==> src/rtl/bridge_pkg.sv <==
// Shared definitions for the AHB-APB bridge and its APB targets:
// bus widths, completer FSM states and an address window helper.
package bridge_pkg;

  localparam int PADDR_SIZE = 32;
  localparam int PDATA_SIZE = 32;

  typedef enum logic [1:0] {
    IDLE,
    WAIT,
    DONE
  } apb_slv_state_e;

  // Half-open window [base, base+depth_bytes); 64-bit so any bus width fits.
  function automatic logic addr_in_range(input logic [63:0] addr,
                                         input logic [63:0] base,
                                         input logic [63:0] depth_bytes);
    return (addr >= base) && (addr < base + depth_bytes);
  endfunction

endpackage

==> src/rtl/apb_strb_merge.sv <==
// Byte-lane write merge: lanes with a set strobe take the write data,
// the rest keep the stored word.
module apb_strb_merge #(
  parameter int DATA_W = 32
) (
  input  logic [DATA_W-1:0]   old_word,
  input  logic [DATA_W-1:0]   PWDATA,
  input  logic [DATA_W/8-1:0] PSTRB,
  output logic [DATA_W-1:0]   new_word
);
  import bridge_pkg::*;

  always_comb begin
    new_word = old_word;
    for (int i = 0; i < DATA_W / 8; i++) begin
      if (PSTRB[i]) new_word[8*i +: 8] = PWDATA[8*i +: 8];
    end
  end

endmodule

==> src/rtl/apb_slave_mem.sv <==
// APB4 completer backed by a word-addressed register memory, with programmable
// wait states, byte-strobe writes, PSLVERR generation and a saturating error counter.
module apb_slave_mem #(
  parameter int                    PADDR_SIZE = bridge_pkg::PADDR_SIZE,
  parameter int                    PDATA_SIZE = bridge_pkg::PDATA_SIZE,
  parameter int                    DEPTH      = 16,
  parameter logic [PADDR_SIZE-1:0] BASE_ADDR  = '0,
  parameter int                    WAIT_W     = 4,
  parameter bit                    REQ_PRIV   = 1'b0,
  parameter int                    ERRCNT_W   = 8
) (
  input  logic                    pclk,
  input  logic                    PRESETn,
  input  logic                    PSEL,
  input  logic                    PENABLE,
  input  logic [2:0]              PPROT,
  input  logic                    PWRITE,
  input  logic [PDATA_SIZE/8-1:0] PSTRB,
  input  logic [PADDR_SIZE-1:0]   PADDR,
  input  logic [PDATA_SIZE-1:0]   PWDATA,
  output logic [PDATA_SIZE-1:0]   PRDATA,
  output logic                    PREADY,
  output logic                    PSLVERR,
  input  logic [WAIT_W-1:0]       wait_cfg,
  output logic [ERRCNT_W-1:0]     err_cnt
);
  import bridge_pkg::*;

  localparam int STRB_W = PDATA_SIZE / 8;
  localparam int LSB    = $clog2(STRB_W);
  localparam int IDX_W  = (DEPTH > 1) ? $clog2(DEPTH) : 1;
  localparam logic [63:0] SPAN = 64'(DEPTH) * 64'(STRB_W);
  localparam logic [PADDR_SIZE-1:0] ALIGN_MASK = PADDR_SIZE'((64'd1 << LSB) - 64'd1);

  apb_slv_state_e state, state_next;
  logic [WAIT_W-1:0]     cnt;
  logic [IDX_W-1:0]      idx_r;
  logic                  write_r;
  logic [STRB_W-1:0]     strb_r;
  logic                  err_r;
  logic [PDATA_SIZE-1:0] mem [DEPTH];

  logic [PADDR_SIZE-1:0] offset;
  logic [IDX_W-1:0]      idx_now, idx_sel;
  logic                  err_now, err_sel, write_sel;
  logic                  setup, access, ready_next;
  logic [PDATA_SIZE-1:0] new_word;
  logic                  unused_bits;

  assign setup   = PSEL && !PENABLE;
  assign access  = PSEL && PENABLE;
  assign offset  = PADDR - BASE_ADDR;
  assign idx_now = offset[LSB +: IDX_W];
  assign err_now = !addr_in_range(64'(PADDR), 64'(BASE_ADDR), SPAN)
                 || (|(PADDR & ALIGN_MASK))
                 || (REQ_PRIV && !PPROT[0]);

  // With zero wait states the response is produced at the setup edge itself,
  // so the live request is used then; otherwise the values latched at setup.
  assign idx_sel   = (state == IDLE) ? idx_now : idx_r;
  assign err_sel   = (state == IDLE) ? err_now : err_r;
  assign write_sel = (state == IDLE) ? PWRITE  : write_r;

  assign unused_bits = ^{PPROT[2:1], offset};

  apb_strb_merge #(.DATA_W(PDATA_SIZE)) u_strb_merge (
    .old_word (mem[idx_r]),
    .PWDATA   (PWDATA),
    .PSTRB    (strb_r),
    .new_word (new_word)
  );

  always_comb begin
    state_next = state;
    ready_next = 1'b0;
    case (state)
      IDLE: begin
        if (setup) begin
          if (wait_cfg == '0) begin
            state_next = DONE;
            ready_next = 1'b1;
          end else begin
            state_next = WAIT;
          end
        end
      end
      WAIT: begin
        if (!PSEL) begin
          state_next = IDLE;
        end else if (PENABLE && cnt == WAIT_W'(1)) begin
          state_next = DONE;
          ready_next = 1'b1;
        end
      end
      DONE:    state_next = IDLE;
      default: state_next = IDLE;
    endcase
  end

  always_ff @(posedge pclk) begin
    if (!PRESETn) begin
      state   <= IDLE;
      cnt     <= '0;
      idx_r   <= '0;
      write_r <= 1'b0;
      strb_r  <= '0;
      err_r   <= 1'b0;
      PREADY  <= 1'b0;
      PSLVERR <= 1'b0;
      PRDATA  <= '0;
      err_cnt <= '0;
      for (int i = 0; i < DEPTH; i++) mem[i] <= '0;
    end else begin
      state   <= state_next;
      PREADY  <= ready_next;
      PSLVERR <= ready_next && err_sel;
      PRDATA  <= (ready_next && !err_sel && !write_sel) ? mem[idx_sel] : '0;

      if (state == IDLE && setup) begin
        cnt     <= wait_cfg;
        idx_r   <= idx_now;
        write_r <= PWRITE;
        strb_r  <= PSTRB;
        err_r   <= err_now;
      end else if (state == WAIT && access) begin
        cnt <= cnt - WAIT_W'(1);
      end

      if (state == DONE) begin
        if (err_r) begin
          if (err_cnt != '1) err_cnt <= err_cnt + ERRCNT_W'(1);
        end else if (write_r) begin
          mem[idx_r] <= new_word;
        end
      end
    end
  end

endmodule

==> config.mk <==
export PLATFORM = sky130hd
export DESIGN_NAME = apb_slave_mem
export DESIGN_NICKNAME = d
export VERILOG_FILES = /design/src/rtl/bridge_pkg.sv /design/src/rtl/apb_strb_merge.sv /design/src/rtl/apb_slave_mem.sv
export SDC_FILE = /design/constraint.sdc
export NUM_CORES = 1
export LEC_CHECK = 0
export ABC_AREA = 1
export BUFFER_PORTS_ARGS = -buffer_cell sky130_fd_sc_hd__buf_4
export CORE_MARGIN = 2
export CORE_UTILIZATION = 45
export DETAILED_ROUTE_END_ITERATION = 6
export PLACE_DENSITY_LB_ADDON = 0.05
export SLEW_MARGIN = 40
export SYNTH_ARGS = -nofsm -noshare
export SYNTH_HDL_FRONTEND = slang
export SYNTH_SLANG_ARGS = --single-unit
==> constraint.sdc <==
create_clock -name pclk -period 2.3 [get_ports pclk]
set_input_delay 0.23 -clock pclk [delete_from_list [all_inputs] [get_ports pclk]]
set_output_delay 0.23 -clock pclk [all_outputs]
set_load 0.02 [all_outputs]
* After elaboration in Yosys (flattened, before gate mapping)
Memories as Yosys holds them, arrays and structs flattened. A register that Yosys moved wholly into a read port is not among the register bits.
Cells that the tools add are included.
** Storage, ports and cells
- Flip-flop bits (word level) :: 26
- Bits in writable memories :: 512
- Bits of input ports :: 80
- Output and inout port bits :: 42
- Logic and storage cells :: 77
- Memories :: 1
** Memories
- mem :: words 16, bits a word 32, read ports 1, clocked after Yosys merged registers in 1, wr ports 16, RTL line apb_slave_mem.sv:41 : logic [PDATA_SIZE-1:0] mem [DEPTH];
** Operators by class
- Add/sub/neg operators :: 2
- Magnitude comparators :: 1
- Equal/unequal tests :: 10
- Muxes and demuxes :: 28
- Reduce and logical (&&, ||, !) cells :: 26
** Operator list (count)
- $lt A32 B7 Y1 const B :: 1
- $mux W32 :: 1
- $mux W8 :: 4
- $reduce_or A32 Y1 :: 1
- $mux W4 :: 5
- $mux W1 :: 12
- $reduce_and A2 Y1 :: 6
- $add A8 B1 Y8 const B :: 1
- $logic_and A1 B1 Y1 :: 8
- $mux W2 :: 4
- $ne A8 B8 Y1 const B :: 1
- $logic_not A1 Y1 :: 5
- $eq A4 B1 Y1 const B :: 1
- $logic_not A4 Y1 :: 1
- $ne A1 B1 Y1 const B :: 4
- $pmux W2 S2 :: 1
- $sub A4 B1 Y4 const B :: 1
- $ne A3 B3 Y1 const B :: 1
- $reduce_and A3 Y1 :: 1
- $eq A2 B1 Y1 const B :: 1
- $eq A2 B2 Y1 const B :: 1
- $logic_not A2 Y1 :: 1
- $ne A2 B2 Y1 const B :: 1
- $pmux W1 S2 :: 1
- other kinds (3) :: 3

* Logic depth before layout (Yosys ltp)
Gate-level depths: netlist (run 1).
- Word-level depth :: 9
- Mapped depth :: 13
- Depth with buffers taken out :: 11

* Hierarchy
Synthesis (run 1) repeated with hierarchy kept, for this count alone.
** Second synthesis, totals
- Cell total of the unflattened synthesis :: 4150
- Area total of the unflattened synthesis :: 31983.2 um2
** By module, submodules not included
- apb_slave_mem :: instances 1, cells an instance 4046, area an instance 31562.8 um2
- apb_strb_merge :: instances 1, cells an instance 104, area an instance 420.4 um2

* Worst setup path after synthesis (run 1)
Ideal clock, no wire load.
- Path type :: reg2reg
- From :: register state[1]
- To :: memory mem[12][10], enable pin
- Setup time :: 329 ps
- Data arrival time :: 1511 ps
- Data required time :: 1971 ps
- Path slack :: 460 ps
- Stages on the path, launching flop included :: 8
- Buffers on the path :: 1
- Cell sequence :: dfxtp_1 > inv_2 > nor3_2 > nand3_1 > nor2_2 > buf_2 > nand2_1 > nand2_1
** RTL lines
- start: declaration :: RTL line apb_slave_mem.sv:35 : apb_slv_state_e state, state_next;
- start signal: assignment :: RTL line apb_slave_mem.sv:114 : state <= state_next;
- end: declaration :: RTL line apb_slave_mem.sv:41

* Worst setup path after layout (run 1)
- From :: register cnt[1]
- To :: register state[0]
** Between the ends
- Cells in the longest elaborated chain, start to end :: 4
** Ends and longest elaborated chain
- start: declaration :: RTL line apb_slave_mem.sv:36 : logic [WAIT_W-1:0] cnt;
- start signal: assignment :: RTL line apb_slave_mem.sv:120 : cnt <= wait_cfg;
- start signal: assignment :: RTL line apb_slave_mem.sv:126 : cnt <= cnt - WAIT_W'(1);
- $eq A4 B1 Y1 :: RTL line apb_slave_mem.sv:90 : end else if (PENABLE && cnt == WAIT_W'(1)) begin
- $logic_and A1 B1 Y1 :: RTL line apb_slave_mem.sv:90
- $ne A3 B3 Y1 (no source line)
- $reduce_and A2 Y1 (no source line)
No other way between the ends.
A chain may end at the register's enable or synchronous reset.

==> results of run 1 <==
## worst max-delay path by stage
stage | from | to | slack, ns
2_1_floorplan | state[1]$_SDFFE_PN0P_ | mem[12][10]$_SDFFCE_PN0P_ | 0.46
3_3_place_gp | state[1]$_SDFFE_PN0P_ | PRDATA[5]$_SDFF_PN0_ | 0.07
3_5_place_dp | state[1]$_SDFFE_PN0P_ | PRDATA[5]$_SDFF_PN0_ | 0.05
4_1_cts | state[1]$_SDFFE_PN0P_ | PRDATA[5]$_SDFF_PN0_ | 0.04
5_1_grt | state[0]$_SDFFE_PN0P_ | PRDATA[7]$_SDFF_PN0_ | 0.006
6_report | cnt[1]$_SDFFE_PN0P_ | state[0]$_SDFFE_PN0P_ | 0.12
## per-stage QoR
stage	instance area (µm²)	utilization	setup WS [ns]	instances	hold WS (ns)
after floorplan	27800	-	0.460	3304	0.375
after global placement	30500	0.497	0.0676	4222	0.462
after detailed placement	30500	0.497	0.0520	4222	0.466
after CTS	32700	0.534	0.0443	4361	0.0908
after global routing	32800	0.534	0.00625	4361	0.139
final	32800	0.534	0.119	4361	0.129
## state kept, by name, indices dropped and copies added, names as in the netlist
name,cells
state,2
cnt,4
idx_r,4
PSLVERR,1
strb_r,4
PREADY,1
err_r,1
PRDATA,32
err_cnt,8
mem,512
write_r,1
## worst reg2reg max path: stages, from the launching register on
cell           delay, ns
dfxtp_1             0.30
inv_1               0.10
ha_1                0.16
nand2_1             0.05
nor2_1              0.15
a21o_1              0.13
dlygate4sd3_1       0.55
a21oi_1             0.07
dlygate4sd3_1       0.55
## cell families after synthesis
kind of cell | synth area share
DFF | 0.595
and+or+nand+nor | 0.285
adders and majority gates | 0.00135
buffers and inverters | 0.108
xor gates and xnor gates | 0.000946
AOI/OAI and AO/OA | 0.00906
## layout make-up
class,count,area share
multi-input combinational,1992,0.254
tap,790,0.0302
timing repair buffer,317,0.0837
inverter,576,0.0660
clock buffer,97,0.0570
sequential,570,0.505
clock inverter,19,0.00462
## timing repair
action	in CTS	in global routing
endpoints found under the setup margin	0	15
hold buffers	23	0
setup buffers	0	0
hold endpoints to repair	15	0
resized for setup	0	3
## report_power, final
| group | internal, µW | leakage [µW] | switching, µW |
|---|---|---|---|
| clock | 5760 | 0.000995 | 4100 |
| sequential | 11600 | 0.00576 | 90.8 |
| combinational | 862 | 0.00853 | 1920 |
| total | 18200 | 0.0153 | 6110 |
## cell usage after synthesis, drive strengths merged
cell type / n / area (µm²)
a31oi: 2 / 12.5
clkinv: 2 / 7.51
inv: 574 / 2150
xnor2: 2 / 17.5
nor2: 629 / 2380
o221ai: 1 / 8.76
a211oi: 4 / 30.0
a21boi: 1 / 7.51
buf: 103 / 603
ha: 3 / 37.5
dfxtp: 58 / 1160
clkbuf: 63 / 236
edfxtp: 512 / 15400
nor3: 3 / 20.0
a21o: 1 / 7.51
nand4: 5 / 31.3
o2bb2ai: 1 / 8.76
nand3: 428 / 2140
nand2: 878 / 3350
xor2: 1 / 8.76
a21oi: 15 / 78.8
o21ai: 18 / 97.6
## routing by layer
metal	share of wire	GRT usage	wire length (µm)
met1	0.43	0.340	34600
met5	0	0	0
met2	0.47	0.422	38000
met4	0.035	0.0940	2780
met3	0.060	0.0303	4820
==> impl_metrics.json, run 1 <==
{
  "fin_crit_ns": 2.18,
  "crit_path_max_fanout": 4,
  "p_leak_uw": 0.0153,
  "min_from": "PADDR[7]",
  "cpLargestDelayFamily": "buffers and inverters",
  "synth_cells": 3304,
  "r2r_setup_slack_ns": 0.12,
  "hold_depth": 7,
  "slowest_stage": "dlygate4sd3_1",
  "seq_area_um2": 16500,
  "cts_htree_levels": 2,
  "worst_pin_slew_ns": 0.837,
  "nets": 3601,
  "finalPower_uw": 24300,
  "clk-insertion-delay-late_ns": 0.63,
  "crit_arrival_ns": 2.68,
  "antenna_left": 0,
  "syn_area_um2": 27800,
  "crit_cells": 8,
  "r2r-end": "state[0]$_SDFFE_PN0P_",
  "layout_common_cells": "861 x nand2_1, 623 x nor2_1, 570 x inv_1",
  "initial_core_util": 0.453,
  "crit_required_ns": 2.80,
  "maxSlewHeadroom": 0.441,
  "worstSetupEndpointType": "flop",
  "min_period_over_period": 0.948,
  "io_pins": 122,
  "cp-start-kind": "flop",
  "max_stage_delay_ns": 0.55,
  "cts_tree": "done",
  "route.detailed.drc": 0,
  "hpwl_um": 53100,
  "yosys_warnings": 0,
  "clock_sinks": 570,
  "hp-class": "in2reg",
  "grt_max_degree": 82,
  "path_class": "reg2reg",
  "first_global_vias": 21053,
  "rsz0062_at_grt": "no",
  "track_usage": 0.253,
  "dieArea_um2": 63700,
  "wl_um": 80200,
  "ys_ff_latch": 570,
  "synth-seq-area-share": 0.595,
  "finalSetupViolCount": 0,
  "cts-buffers-inserted": 61,
  "synth.distinct_cells": 33,
  "drive_above_1_share": 0.118,
  "slew_violations": 0,
  "grt_pass1_wl_um": 122000,
  "io_buffers": 118,
  "syn-num-nets": 3387,
  "clockBufferDepth": 3,
  "first_iter_violations": 1686,
  "tns_ns": 0,
  "placementRows": 91,
  "max_freq_ghz": 0.459,
  "path_clk_slew_ns": 0.06,
  "antenna_found_initial": 0,
  "skew_ns": 0.0194,
  "rr_worst_depth": 8,
  "clock-root-buffer": "clkbuf_16",
  "path_common_cell": "dlygate4sd3_1",
  "cp_num_buf_inv": 3,
  "wl_per_cell_um": 18.4,
  "num_vias": 21948,
  "p_per_area_nw_per_um2": 742,
  "syn_area_per_cell_um2": 8.41,
  "multi_input_area_um2": 8310,
  "holdPathEnd": "PSLVERR$_SDFF_PN0_",
  "die_x_um": 252,
  "die_h_um": 252,
  "finalHoldViolCount": 0,
  "status": "finished, final reports clean",
  "n_antenna_cell": 0,
  "ir_worst_vdd_v": 0.000572,
  "routabilityCongestion": 0.836,
  "r2r-start": "cnt[1]$_SDFFE_PN0P_",
  "via_per_inst": 5.03,
  "cp_cell_sequence": "inv_1 > ha_1 > nand2_1 > nor2_1 > a21o_1 > dlygate4sd3_1 > a21oi_1 > dlygate4sd3_1",
  "grt_remaining_overflow": 0,
  "layout_commonest_cell": "nand2_1",
  "syn2layout_area_growth_pct": 18.0,
  "fillers": 5746,
  "dr.pass1.iters": 6,
  "cap_viol_max_count": 0,
  "core_um2": 61400
}
Power figures use the tool's default switching activity.
==> inputs of run 2 (changes only) <==
==> constraint.sdc (replaced) <==
create_clock -name pclk -period 2.1 [get_ports pclk]
set_input_delay 0.21 -clock pclk [delete_from_list [all_inputs] [get_ports pclk]]
set_output_delay 0.21 -clock pclk [all_outputs]
set_load 0.02 [all_outputs]
==> run 2 against run 1 <==
Compared with the run above:
- total power up 14%
- sequential cell count is the same
- critical path type unchanged
- clock skew up 0.0023 ns
- critical path depth up 4
- non-clock buffer count grew 30
- maximum frequency up 6.9%
- global-route usage increased by 0.85 points
==> impl_metrics.json, run 2 (synthesis results as in run 1) <==
{
  "placementRows": 91,
  "r2r-start": "state[1]$_SDFFE_PN0P_",
  "first_iter_violations": 1777,
  "top_regs": "mem x512, PRDATA x32, err_cnt x8",
  "clock-root-buffer": "clkbuf_16",
  "seq_area_um2": 16500,
  "die_x_um": 252,
  "status": "finished, final reports clean",
  "layout_common_cells": "842 x nand2_1, 622 x nor2_1, 570 x inv_1",
  "maxSlewHeadroom": 0.625,
  "first_global_vias": 21793,
  "clockBufferDepth": 3,
  "clk-insertion-delay-late_ns": 0.64,
  "rsz0062_at_grt": "yes",
  "r2r_setup_slack_ns": 0.06,
  "dr.pass1.iters": 7,
  "initial_core_util": 0.453,
  "finalSetupViolCount": 0,
  "worstSetupEndpointType": "flop",
  "final_util": 0.545,
  "rr_worst_depth": 12,
  "nets": 3632,
  "r2r-end": "PRDATA[15]$_SDFF_PN0_",
  "die_h_um": 252,
  "antenna_left": 0,
  "p_leak_uw": 0.0156,
  "grt_remaining_overflow": 0,
  "fillers": 5641,
  "finalHoldViolCount": 0,
  "path_class": "reg2reg",
  "cap_viol_max_count": 0,
  "hp-class": "in2reg",
  "io_buffers": 118,
  "ir_worst_vdd_v": 0.000629,
  "p_per_area_nw_per_um2": 831,
  "dieArea_um2": 63700,
  "routabilityCongestion": 0.861,
  "crit_start": "state[1]$_SDFFE_PN0P_",
  "cp-start-kind": "flop",
  "place_ws_ns": 0.0508,
  "io_pins": 122,
  "grt_max_degree": 66,
  "cts_htree_levels": 2,
  "num_vias": 22275,
  "min_from": "PRESETn",
  "grt_pass1_wl_um": 125000,
  "crit_required_ns": 2.61,
  "cts-buffers-inserted": 61,
  "drive_above_1_share": 0.136,
  "via_per_inst": 5.07,
  "finalPower_uw": 27800,
  "fin_crit_ns": 2.04,
  "core_um2": 61400,
  "min_period_over_period": 0.972,
  "layout_commonest_cell": "nand2_1",
  "path_clk_slew_ns": 0.06,
  "largest_reg_flops": 512,
  "hpwl_um": 53700,
  "slew_violations": 0,
  "worst_pin_slew_ns": 0.562,
  "wl_per_cell_um": 18.9,
  "worst_slack_ns": 0.0598,
  "route.detailed.drc": 0,
  "syn2layout_area_growth_pct": 20.4,
  "clock_sinks": 570,
  "antenna_found_initial": 1,
  "n_antenna_cell": 0,
  "crit_end": "PRDATA[15]$_SDFF_PN0_",
  "largest-register": "mem",
  "crit_arrival_ns": 2.55,
  "multi_input_area_um2": 8370,
  "max_freq_ghz": 0.490,
  "skew_ns": 0.0218,
  "wl_um": 83100,
  "track_usage": 0.261,
  "cts_tree": "done",
  "crit_path_max_fanout": 53
}
## run 2: where the power goes
group	internal, µW	switching [µW]
logic	1060	2170
registers	12700	100
clock network	7150	4640
## run 2: repair_timing
item	4_1_cts	5_1_grt
endpoints found under the hold margin	15	0
setup endpoints to repair	0	156
gates resized for setup	0	26
buffers inserted	0	6
hold buffers	18	0
## run 2: cell type report
type	instances	area share
clock buffers	84	0.0534
clock inverters	31	0.0125
inverters	576	0.0648
multi-input cells	1992	0.250
flip-flops and latches	570	0.494
well taps	790	0.0296
repair buffers	347	0.0951
repair inverters	1	0.000150
## run 2: worst max-delay path, cell delays in order (launching register included)
cell     delay (ns)
dfxtp_1        0.33
nor2_2         0.22
buf_4          0.22
nand2_4        0.09
nand2_8        0.13
buf_16         0.23
nand2_1        0.08
nand3_1        0.10
nand2_1        0.07
nand2_1        0.09
nand2_1        0.07
nor2_1         0.16
nor2_1         0.08
## run 2: how the worst min path moves through the flow
| stage | cells after the start | slack, ns | end |
|---|---|---|---|
| after floorplan | 2 | 0.35 | write_r$_SDFFE_PN0P_ |
| after global placement | 2 | 0.46 | strb_r[1]$_SDFFE_PN0P_ |
| after detailed placement | 2 | 0.46 | strb_r[1]$_SDFFE_PN0P_ |
| after CTS | 4 | 0.06 | cnt[3]$_SDFFE_PN0P_ |
| after global routing | 4 | 0.08 | idx_r[0]$_SDFFE_PN0P_ |
| final | 4 | 0.08 | cnt[3]$_SDFFE_PN0P_ |
## run 2: per-layer routing
metal | vias to the layer above | global-route usage | part of all wire
li1 | 10777 | - | -
met5 | - | 0 | 0.00011
met3 | 153 | 0.0356 | 0.069
met4 | 2 | 0.108 | 0.041
met1 | 10601 | 0.344 | 0.42
met2 | 742 | 0.436 | 0.47
## run 2: per-stage QoR
step	instances	hold WS, ns	setup TNS, ns	instance area (µm²)
4_1_cts	4381	0.0621	0	33200
6_report	4391	0.0816	0	33400
2_1_floorplan	3304	0.355	0	27800
3_5_place_dp	4248	0.465	0	30800
5_1_grt	4391	0.0798	-0.235	33400
3_3_place_gp	4248	0.460	0	30800
